<file path="src/rtl/dly_coarse_cal.sv">
// Calibration sweep controller for a 4-step coarse delay cell: walks o_sel 0..3 until the phase detector reports late.
// Optional majority-vote sampling (4 samples, >=3 ones) enabled by defining DLY_CAL_AVG_EN.
module dly_coarse_cal #(
  parameter int unsigned SETTLE_CYC = 4
) (
  input  logic       i_clk,
  input  logic       i_rstn,
  input  logic       i_start,
  input  logic       i_pd,
  output logic [1:0] o_sel,
  output logic       o_busy,
  output logic       o_done,
  output logic       o_lock,
  output logic       o_err
);

  typedef enum logic [2:0] {IDLE, SETTLE, SAMPLE, EVAL, DONE} state_e;

  state_e     state_q, state_d;
  logic [1:0] sel_q, sel_d;
  logic       busy_q, busy_d;
  logic       done_q, done_d;
  logic       lock_q, lock_d;
  logic       err_q, err_d;
  logic [3:0] settle_cnt_q, settle_cnt_d;
  logic       result;

`ifdef DLY_CAL_AVG_EN
  logic [1:0] samp_cnt_q, samp_cnt_d;
  logic [2:0] vote_q, vote_d;
  assign result = (vote_q >= 3'd3);
`else
  logic pd_q, pd_d;
  assign result = pd_q;
`endif

  always_comb begin
    state_d      = state_q;
    sel_d        = sel_q;
    busy_d       = busy_q;
    done_d       = 1'b0;
    lock_d       = lock_q;
    err_d        = err_q;
    settle_cnt_d = settle_cnt_q;
`ifdef DLY_CAL_AVG_EN
    samp_cnt_d   = samp_cnt_q;
    vote_d       = vote_q;
`else
    pd_d         = pd_q;
`endif
    case (state_q)
      IDLE: begin
        if (i_start) begin
          state_d      = SETTLE;
          sel_d        = 2'd0;
          busy_d       = 1'b1;
          lock_d       = 1'b0;
          err_d        = 1'b0;
          settle_cnt_d = 4'(SETTLE_CYC);
`ifdef DLY_CAL_AVG_EN
          samp_cnt_d   = '0;
          vote_d       = '0;
`endif
        end
      end
      SETTLE: begin
        if (settle_cnt_q <= 4'd1) begin
          settle_cnt_d = '0;
          state_d      = SAMPLE;
        end else begin
          settle_cnt_d = settle_cnt_q - 4'd1;
        end
      end
      SAMPLE: begin
`ifdef DLY_CAL_AVG_EN
        // sample counter wraps back to 0 on the fourth sample
        vote_d     = vote_q + 3'(i_pd);
        samp_cnt_d = samp_cnt_q + 2'd1;
        if (samp_cnt_q == 2'd3) state_d = EVAL;
`else
        pd_d    = i_pd;
        state_d = EVAL;
`endif
      end
      EVAL: begin
        if (result) begin
          lock_d  = 1'b1;
          state_d = DONE;
        end else if (sel_q == 2'd3) begin
          err_d   = 1'b1;
          state_d = DONE;
        end else begin
          sel_d        = sel_q + 2'd1;
          settle_cnt_d = 4'(SETTLE_CYC);
`ifdef DLY_CAL_AVG_EN
          vote_d       = '0;
`endif
          state_d      = SETTLE;
        end
      end
      DONE: begin
        done_d  = 1'b1;
        busy_d  = 1'b0;
        state_d = IDLE;
      end
      default: state_d = IDLE;
    endcase
  end

  always_ff @(posedge i_clk or negedge i_rstn) begin
    if (!i_rstn) begin
      state_q      <= IDLE;
      sel_q        <= '0;
      busy_q       <= 1'b0;
      done_q       <= 1'b0;
      lock_q       <= 1'b0;
      err_q        <= 1'b0;
      settle_cnt_q <= '0;
`ifdef DLY_CAL_AVG_EN
      samp_cnt_q   <= '0;
      vote_q       <= '0;
`else
      pd_q         <= 1'b0;
`endif
    end else begin
      state_q      <= state_d;
      sel_q        <= sel_d;
      busy_q       <= busy_d;
      done_q       <= done_d;
      lock_q       <= lock_d;
      err_q        <= err_d;
      settle_cnt_q <= settle_cnt_d;
`ifdef DLY_CAL_AVG_EN
      samp_cnt_q   <= samp_cnt_d;
      vote_q       <= vote_d;
`else
      pd_q         <= pd_d;
`endif
    end
  end

  assign o_sel  = sel_q;
  assign o_busy = busy_q;
  assign o_done = done_q;
  assign o_lock = lock_q;
  assign o_err  = err_q;

endmodule
</file>
<file path="config.mk">
export PLATFORM = sky130hd
export DESIGN_NAME = dly_coarse_cal
export DESIGN_NICKNAME = d
export VERILOG_FILES = /design/src/rtl/dly_coarse_cal.sv
export SDC_FILE = /design/constraint.sdc
export NUM_CORES = 1
export LEC_CHECK = 0
export CAP_MARGIN = 20
export CORE_UTILIZATION = 56
export CTS_BUF_LIST = sky130_fd_sc_hd__clkbuf_16
export CTS_CLUSTER_DIAMETER = 80
export DETAILED_ROUTE_END_ITERATION = 7
export PLACE_DENSITY = 0.8
export SYNTH_ARGS = -nofsm -noshare
export SYNTH_HDL_FRONTEND = slang
export SYNTH_SLANG_ARGS = --single-unit
</file>
<file path="constraint.sdc">
create_clock -name i_clk -period 2.2 [get_ports i_clk]
set_clock_uncertainty 0.15 [all_clocks]
set_input_delay 0.44 -clock i_clk [delete_from_list [all_inputs] [get_ports i_clk]]
set_output_delay 0.44 -clock i_clk [all_outputs]
set_load 0.005 [all_outputs]
</file>
Yosys cells after proc, flatten, opt, wreduce, memory -nomap -nowiden
Cells that the tools add are included.
{"block": "totals", "input_bits": 4, "reg_bits": 14, "output_inout_bits": 6}
{"block": "op_classes", "reduce_logical": 10, "n_mux": 23, "n_eq_ne": 11, "addsub": 2, "magnitude_cmp": 1}
{"cell": "two-way mux 4 bit", "n": 4}
{"cell": "two-way mux 3 bit", "n": 4}
{"cell": "inequality test 2 bit (second input constant)", "n": 6}
{"cell": "one-hot mux 3 bit (4 select lines)", "n": 1}
{"cell": "one-hot mux 4 bit (3 select lines)", "n": 1}
{"cell": "AND reduction 4 bit", "n": 3}
{"cell": "== test 3 x 2 -> 1 bit (second input constant)", "n": 2}
{"cell": "two-way mux 1 bit", "n": 6}
{"cell": "two-way mux 2 bit", "n": 3}
{"cell": "one-hot mux 1 bit (2 select lines)", "n": 3}
{"cell": "<= comparator 4 x 1 -> 1 bit (second input constant)", "n": 1}
{"cell": "one-hot mux 2 bit (2 select lines)", "n": 1}
{"cell": "AND reduction 2 bit", "n": 2}
{"cell": "nonzero test 2 bit", "n": 2}
{"cell": "subtractor 4 x 1 -> 4 bit (second input constant)", "n": 1}
{"cell": "== test 3 x 1 -> 1 bit (second input constant)", "n": 1}
{"cell": "== test 3 bit (second input constant)", "n": 1}
{"cell": "logical NOT 3 bit", "n": 1}
{"cell": "AND reduction 3 bit", "n": 1}
{"cell": "nonzero test 3 bit", "n": 1}
{"cell": "adder 2 x 1 -> 2 bit (second input constant)", "n": 1}
{"cell": "== test 2 bit (second input constant)", "n": 1}

Depth between registers and ports, before layout
Gate-level depths: netlist of the first run.
{"block": "depth", "word_depth": 4, "mapped_depth": 5, "ltp_nobuf": 5}

Least setup slack after synthesis of the first run
OpenSTA, ideal clock, no wires.
{"block": "synth_timing", "path_type": "register to register", "startpoint": "register sel_q[0] (netlist: o_sel[0])", "endpoint": "register sel_q[0] (netlist: o_sel[0])", "t_required_ps": 1929, "t_arrival_ps": 1214, "path_stages_with_launch": 5, "period_less_slack_ps": 1485, "setup_time_ps": 121, "setup_slack_ps": 715, "path_cell_list": "dfrtp_1 > ha_1 > nor3b_2 > a32oi_1 > o22a_1"}
{"block": "synth_between", "elab_chain_cells": 4, "elab_cells_between_ends": 7, "classes_between": "1 x add/sub; 2 x eq/ne; 3 x mux; 1 x reduce/logical"}
{"element": "start: declaration", "line": "20", "text": "logic [1:0] sel_q, sel_d;"}
{"element": "start signal: assignment", "line": "127", "text": "sel_q <= sel_d;"}
{"element": "adder 2 x 1 -> 2 bit", "line": "93", "text": "sel_d = sel_q + 2'd1;"}
{"element": "two-way mux 2 bit", "line": "89", "text": "end else if (sel_q == 2'd3) begin"}
{"element": "two-way mux 2 bit", "line": "86", "text": "if (result) begin"}
{"element": "one-hot mux 2 bit (2 select lines)", "line": "51", "text": "case (state_q)"}
Parallel ways exist; a longest one is shown, timed or not. The select of a mux whose other input is x is not followed.
A chain may end at the register's enable or synchronous reset.

Final worst setup path of the first run
{"block": "layout_timing", "startpoint": "register sel_q[0] (netlist: o_sel[0])", "endpoint": "output o_sel[0]"}
{"element": "end: declaration", "line": "10", "text": "output logic [1:0] o_sel,"}
No word-level cell between the ends.

==> flow_summary.toml, run 1 <==
[routing]
via_count = 597
totalWireLength_um = 1550
drtIter0Drc = 14
met1Wirelength_um = 738
top_layer = "met4"
drc = 0
post_drt_wl_per_cell_um = 16.5
ant_nets = 0
wl_met2_um = 732
wl_met3_um = 58
firstDrtPassIters = 4
vias_per_cell = 6.35

[global_route]
globalRouteOverflowTotal = 0
grt_pass1_wl_um = 2500
grt.total_usage = 0.252
antenna_found_initial = 0
grt_pass1_vias = 539
grt_max_degree = 15

[floorplan]
core-area_um2 = 1190
ios = 10
rows = 12
die_w_um = 39.1
initial_core_util = 0.649
dieHeight_um = 39.1
die_area_um2 = 1530

[critical_path]
cp_top_family = "buffers and inverters"
cp-end-kind = "output pin"
critPathKind = "reg2out"
cp_slowest_stage_delay_ns = 0.52
required_ns = 1.61
crit_path_max_fanout = 4
crit_chain = "clkdlybuf4s50_1"
cp.arrival_ns = 1.15
slowest_stage = "clkdlybuf4s50_1"
cp_num_buf_inv = 1
startpoint_type = "flop"

[power_and_ir_drop]
vdd.ir_drop.worst_mv = 0.816
p_int_w = 0.000874
powerDensity_nw_per_um2 = 1480
power_leakage_nw = 0.399
power_frac_seq = 0.366
pwr-share-comb = 0.387
pwr-share-clk = 0.247
p_total_w = 0.00137
swShare = 0.361
p_switching_w = 0.000494

[yosys]
yosys-top-cells-area = "dfrtp_1 46%, ha_1 4.9%, nor2_1 3.4%"
synth_edf_count = 0
yosysUniqueCellTypes = 35
avgSynthCellArea_um2 = 10.8
netlist.area_leader.share = 0.455
ys_ff_latch = 14
ys_seq_area_frac = 0.455
synth.net_count = 78
ys_warn_count = 0
ys_async_sr_fraction = 1.00
syn-instance-count = 71
yosysTopAreaCell = "dfrtp_1"
ys.flop_type = "dfrtp_1"
netlist_area_um2 = 769

[final_layout]
area_growth_pct = 19.8
final_cell_mix = "14 x dfrtp_1, 9 x clkdlybuf4s50_1, 7 x nor2_1"
final_net_count = 89
nFillCells = 85
final_common_cell = "dfrtp_1"
diodes = 0
drive_above_1_share = 0.113

[clocking]
cts_setup_buffers = 0
post_cts_resized = 0
cts.clk_slew.worst_paths_ns = 0.04
h-tree-depth = 1
cts_root_buf = "clkbuf_16"
holdBufCountCts = 0
clock-sinks = 14
clockBufferDepth = 2
cts_inserted_buffers = 3
cts_tree = "done"
clock_latency_ns = 0.24

[min_path]
hold_path.class = "reg2reg"

[flow_run]
cap_violations = 0

[placement]
routabilityCongestion = 0.695
dp_hpwl_um = 1000
io_buffers = 9

[sta]
finalCritPeriodShare = 0.790
maxSlewHeadroom = 0.566
worstMarginPinSlew_ns = 0.650
final_max_slew_viol_count = 0
layout_min_cycle_time_ns = 1.74
fin_setup_tns_ns = 0
rsz0062_at_grt = "no"
max_freq_ghz = 0.576
whs_ns = 0.356
hold_violations = 0
setup_violations = 0

[status]
status = "finished clean"
power groups by stage:
| stage | logic (W) | registers (W) | clock network, W |
|---|---|---|---|
| 2_1_floorplan | 0.000426 | 0.000437 | 0 |
| 3_3_place_gp | 0.000488 | 0.000493 | 0 |
| 3_5_place_dp | 0.000508 | 0.000496 | 0 |
| 4_1_cts | 0.000532 | 0.000497 | 0.000335 |
| 5_1_grt | 0.000585 | 0.000518 | 0.000350 |
| 6_report | 0.000529 | 0.000502 | 0.000338 |
cells in the mapped netlist, types with 2 or more instances:
cell / instances
dfrtp_1: 14
nand2b_1: 2
nor2b_1: 3
nor2_1: 7
buf_6: 2
ha_1: 3
inv_1: 4
a21oi_1: 5
o2bb2ai_1: 3
o21ai_0: 2
nor3_1: 2
registers in the layout, indices dropped and copies added (netlist names):
signal and count:
settle_cnt_q 4, o_lock 1, o_err 1, o_done 1, state_q 3, o_busy 1
o_sel 2, pd_q 1
path summary, 6_finish.rpt:
| path | slack [ns] | end | cells past startpoint | start |
|---|---|---|---|---|
| max | 0.46 | o_sel[0] | 1 | o_sel[0] |
| min reg2reg | 0.36 | o_busy | 2 | o_busy |
| max reg2reg | 0.54 | pd_q | 3 | state_q[1] |
| min in group asynchronous | 0.45 | settle_cnt_q[3] | 1 | i_rstn |
| max in group asynchronous | 1.03 | o_done | 1 | i_rstn |
| min | 0.36 | o_busy | 2 | o_busy |
cell type report:
| cell class | instances | area (um2) | share of cell area |
|---|---|---|---|
| Multi-Input combinational cell | 50 | 374 | 0.406 |
| Tap cell | 14 | 17.5 | 0.0190 |
| Inverter | 4 | 15.0 | 0.0163 |
| Sequential cell | 14 | 350 | 0.380 |
| Clock buffer | 3 | 75.1 | 0.0814 |
| Timing Repair Buffer | 9 | 90.1 | 0.0977 |
stage by stage:
step	area [um2]	std cells	util	setup slack [ns]
after floorplan	769	71	-	0.715
after global placement	847	91	0.714	0.348
after detailed placement	847	91	0.714	0.312
after CTS	922	94	0.777	0.460
after global routing	922	94	0.777	0.412
final	922	94	0.777	0.462
logic make-up after synthesis:
logic type,Yosys count,synth area share
adder cells (fa/ha/maj),3,0.0488
XOR/XNOR,1,0.0114
flip-flops,14,0.455
AND/OR/NAND/NOR,22,0.189
buffers and inverters,7,0.0585
multiplexers,2,0.0276
AO/OA/AOI/OAI,22,0.210
routing by layer:
layer / vias up / global-route usage
met2: 13 / 0.404
met4: 0 / 0.103
met1: 303 / 0.326
met3: 3 / 0.0520
li1: 278 / -
met5: - / 0
Note: power is estimated with default switching activity, not from simulation.
==> run 2: changes to the inputs <==
--- a/config.mk
+++ b/config.mk
@@ -6,11 +6,11 @@
 export NUM_CORES = 1
 export LEC_CHECK = 0
 export CAP_MARGIN = 20
-export CORE_UTILIZATION = 56
+export CORE_UTILIZATION = 47
 export CTS_BUF_LIST = sky130_fd_sc_hd__clkbuf_16
 export CTS_CLUSTER_DIAMETER = 80
 export DETAILED_ROUTE_END_ITERATION = 7
-export PLACE_DENSITY = 0.8
+export PLACE_DENSITY = 0.71
 export SYNTH_ARGS = -nofsm -noshare
 export SYNTH_HDL_FRONTEND = slang
 export SYNTH_SLANG_ARGS = --single-unit
==> constraint.sdc (replaced) <==
create_clock -name i_clk -period 1.4 [get_ports i_clk]
set_clock_uncertainty 0.15 [all_clocks]
set_input_delay 0.28 -clock i_clk [delete_from_list [all_inputs] [get_ports i_clk]]
set_output_delay 0.28 -clock i_clk [all_outputs]
set_load 0.005 [all_outputs]
==> run 2 against run 1 <==
The flow now finishes with violations (negative setup slack). Clock power up 59%. Sequential share of layout area fell by 7.7 points. Clock-buffer cell count is the same. Sequential power increased by 49%. Flip-flop and latch count is the same. Die area increased by 18%. Setup slack worse by 0.55 ns. Final area increased by 26%. Power rose by 92%. Register-to-register slack worse by 0.63 ns. Critical path depth increased by 4. Worst hold slack lost 0.16 ns. Largest cell class unchanged.
==> flow_summary.toml, run 2 (synthesis gave the netlist of run 1 again) <==
[sta]
finalCritPeriodShare = 1.06
max_freq_ghz = 0.672
maxSlewHeadroom = 0.792
rsz0062_at_grt = "yes"
whs_ns = 0.195
fin_ws_ns = -0.0887
layout_min_cycle_time_ns = 1.49
final_max_slew_viol_count = 0
hold_violations = 0
worstMarginPinSlew_ns = 0.309
setup_violations = 10

[clocking]
clockBufferDepth = 2
cts_tree = "done"
clock_latency_ns = 0.24
cts_root_buf = "clkbuf_16"
cts_inserted_buffers = 3
clock-sinks = 14
holdBufCountCts = 0
h-tree-depth = 1
cts.clk_slew.worst_paths_ns = 0.05

[final_layout]
largest_register_ffs = 4
diodes = 0
final_common_cell = "buf_4"
drive_above_1_share = 0.441
regMostFlops = "settle_cnt_q"
post-route-cell-area_um2 = 1160
area_growth_pct = 51.1
utilization = 0.763
final_net_count = 110
final_cell_mix = "20 x buf_4, 13 x dfrtp_1, 6 x nor2_1"

[routing]
firstDrtPassIters = 4
ant_nets = 0
via_count = 652
post_drt_wl_per_cell_um = 15.9
totalWireLength_um = 1870
vias_per_cell = 5.53
drtIter0Drc = 6
drc = 0

[placement]
dp_hpwl_um = 1170
pre_cts_slack_ns = -0.245
io_buffers = 9
routabilityCongestion = 0.819
place_area_um2 = 1030

[global_route]
grt.total_usage = 0.251
use_met3 = 0.0388
grt_pass1_wl_um = 3330
antenna_found_initial = 0
globalRouteOverflowTotal = 0
grt_max_degree = 15
grt_use_met2 = 0.440
grt_pass1_vias = 718
grt_busiest_layer = "met2"
use_met1 = 0.300

[floorplan]
initial_core_util = 0.505
die_area_um2 = 1800
dieHeight_um = 42.5
die_w_um = 42.5
rows = 14
core-area_um2 = 1520
ios = 10

[min_path]
hold_path.class = "in2async"

[status]
status = "complete, but fails checks"
violations = "negative setup slack"

[flow_run]
cap_violations = 0

[critical_path]
critPathKind = "reg2reg"
cp-end-kind = "flop"
cp.arrival_ns = 1.50
startpoint_type = "flop"
crit_path_max_fanout = 4
required_ns = 1.42

[power_and_ir_drop]
powerDensity_nw_per_um2 = 2260
vdd.ir_drop.worst_mv = 1.14
power_leakage_nw = 0.521
==> run 2: cell types whose count changed in the layout (fill, tap and decap cells not counted), moves of 2 or more <==
| cell | before | now |
|---|---|---|
| ha_4 | 0 | 3 |
| o21ai_0 | 2 | 0 |
| ha_1 | 3 | 0 |
| inv_1 | 4 | 2 |
| a21oi_2 | 0 | 3 |
| dlygate4sd2_1 | 0 | 5 |
| inv_2 | 0 | 2 |
| buf_4 | 0 | 20 |
| o21ai_1 | 1 | 3 |
| clkdlybuf4s50_1 | 9 | 3 |
| a21oi_1 | 5 | 2 |
==> run 2: timing repair <==
item                       4_1_cts  5_1_grt
buffers inserted                 2        0
resized for setup               19        3
cloned                           0        0
setup endpoints to repair       16       12
pin swaps                        7        2
==> run 2: path summary, 6_finish.rpt <==
check,startpoint,end,slack [ns],cells past startpoint
setup / recovery,settle_cnt_q[0],state_q[1],-0.09,5
hold / removal,i_rstn,o_lock,0.20,2
setup reg to reg,settle_cnt_q[0],state_q[1],-0.09,5
hold reg to reg,o_busy,o_busy,0.35,2
max in group asynchronous,i_rstn,state_q[2],0.72,2
min in group i_clk,o_busy,o_busy,0.35,2
==> run 2: metrics by stage <==
stage,TNS (ns),power (W),cells
finish,-0.309,0.00263,118
global route,-0.820,0.00280,118
CTS,-0.402,0.00261,118
detailed placement,-1.73,0.00193,112
global placement,-1.54,0.00191,112
floorplan,-0.0237,0.00145,71
==> run 2: per-layer routing <==
layer	wire [um]	up-vias
met5	0	-
li1	-	320
met1	822	323
met4	15	0
met2	1000	7
met3	29	2
==> run 2: area by class of cell <==
class                   count  area (um2)
well taps                  16        20.0
clock inverters             1        3.75
inverters                   4        15.0
flip-flops and latches     14         352
repair buffers             30         240
fillers                   107         362
clock buffers               3        75.1
multi-input cells          50         457
==> run 2: report_power, final <==
group          switching (W)  total, W  internal, W
Combinational       0.000594   0.00135     0.000755
Sequential          0.000191  0.000746     0.000555
Clock               0.000159  0.000536     0.000377
Total               0.000944   0.00263      0.00169
==> run 2: worst max-delay path, cell delays in order, from the launching register on <==
cell and delay [ns]:
dfrtp_1 0.43, inv_2 0.10, ha_4 0.14, nor2_4 0.04, or4_4 0.42, a21oi_2 0.14
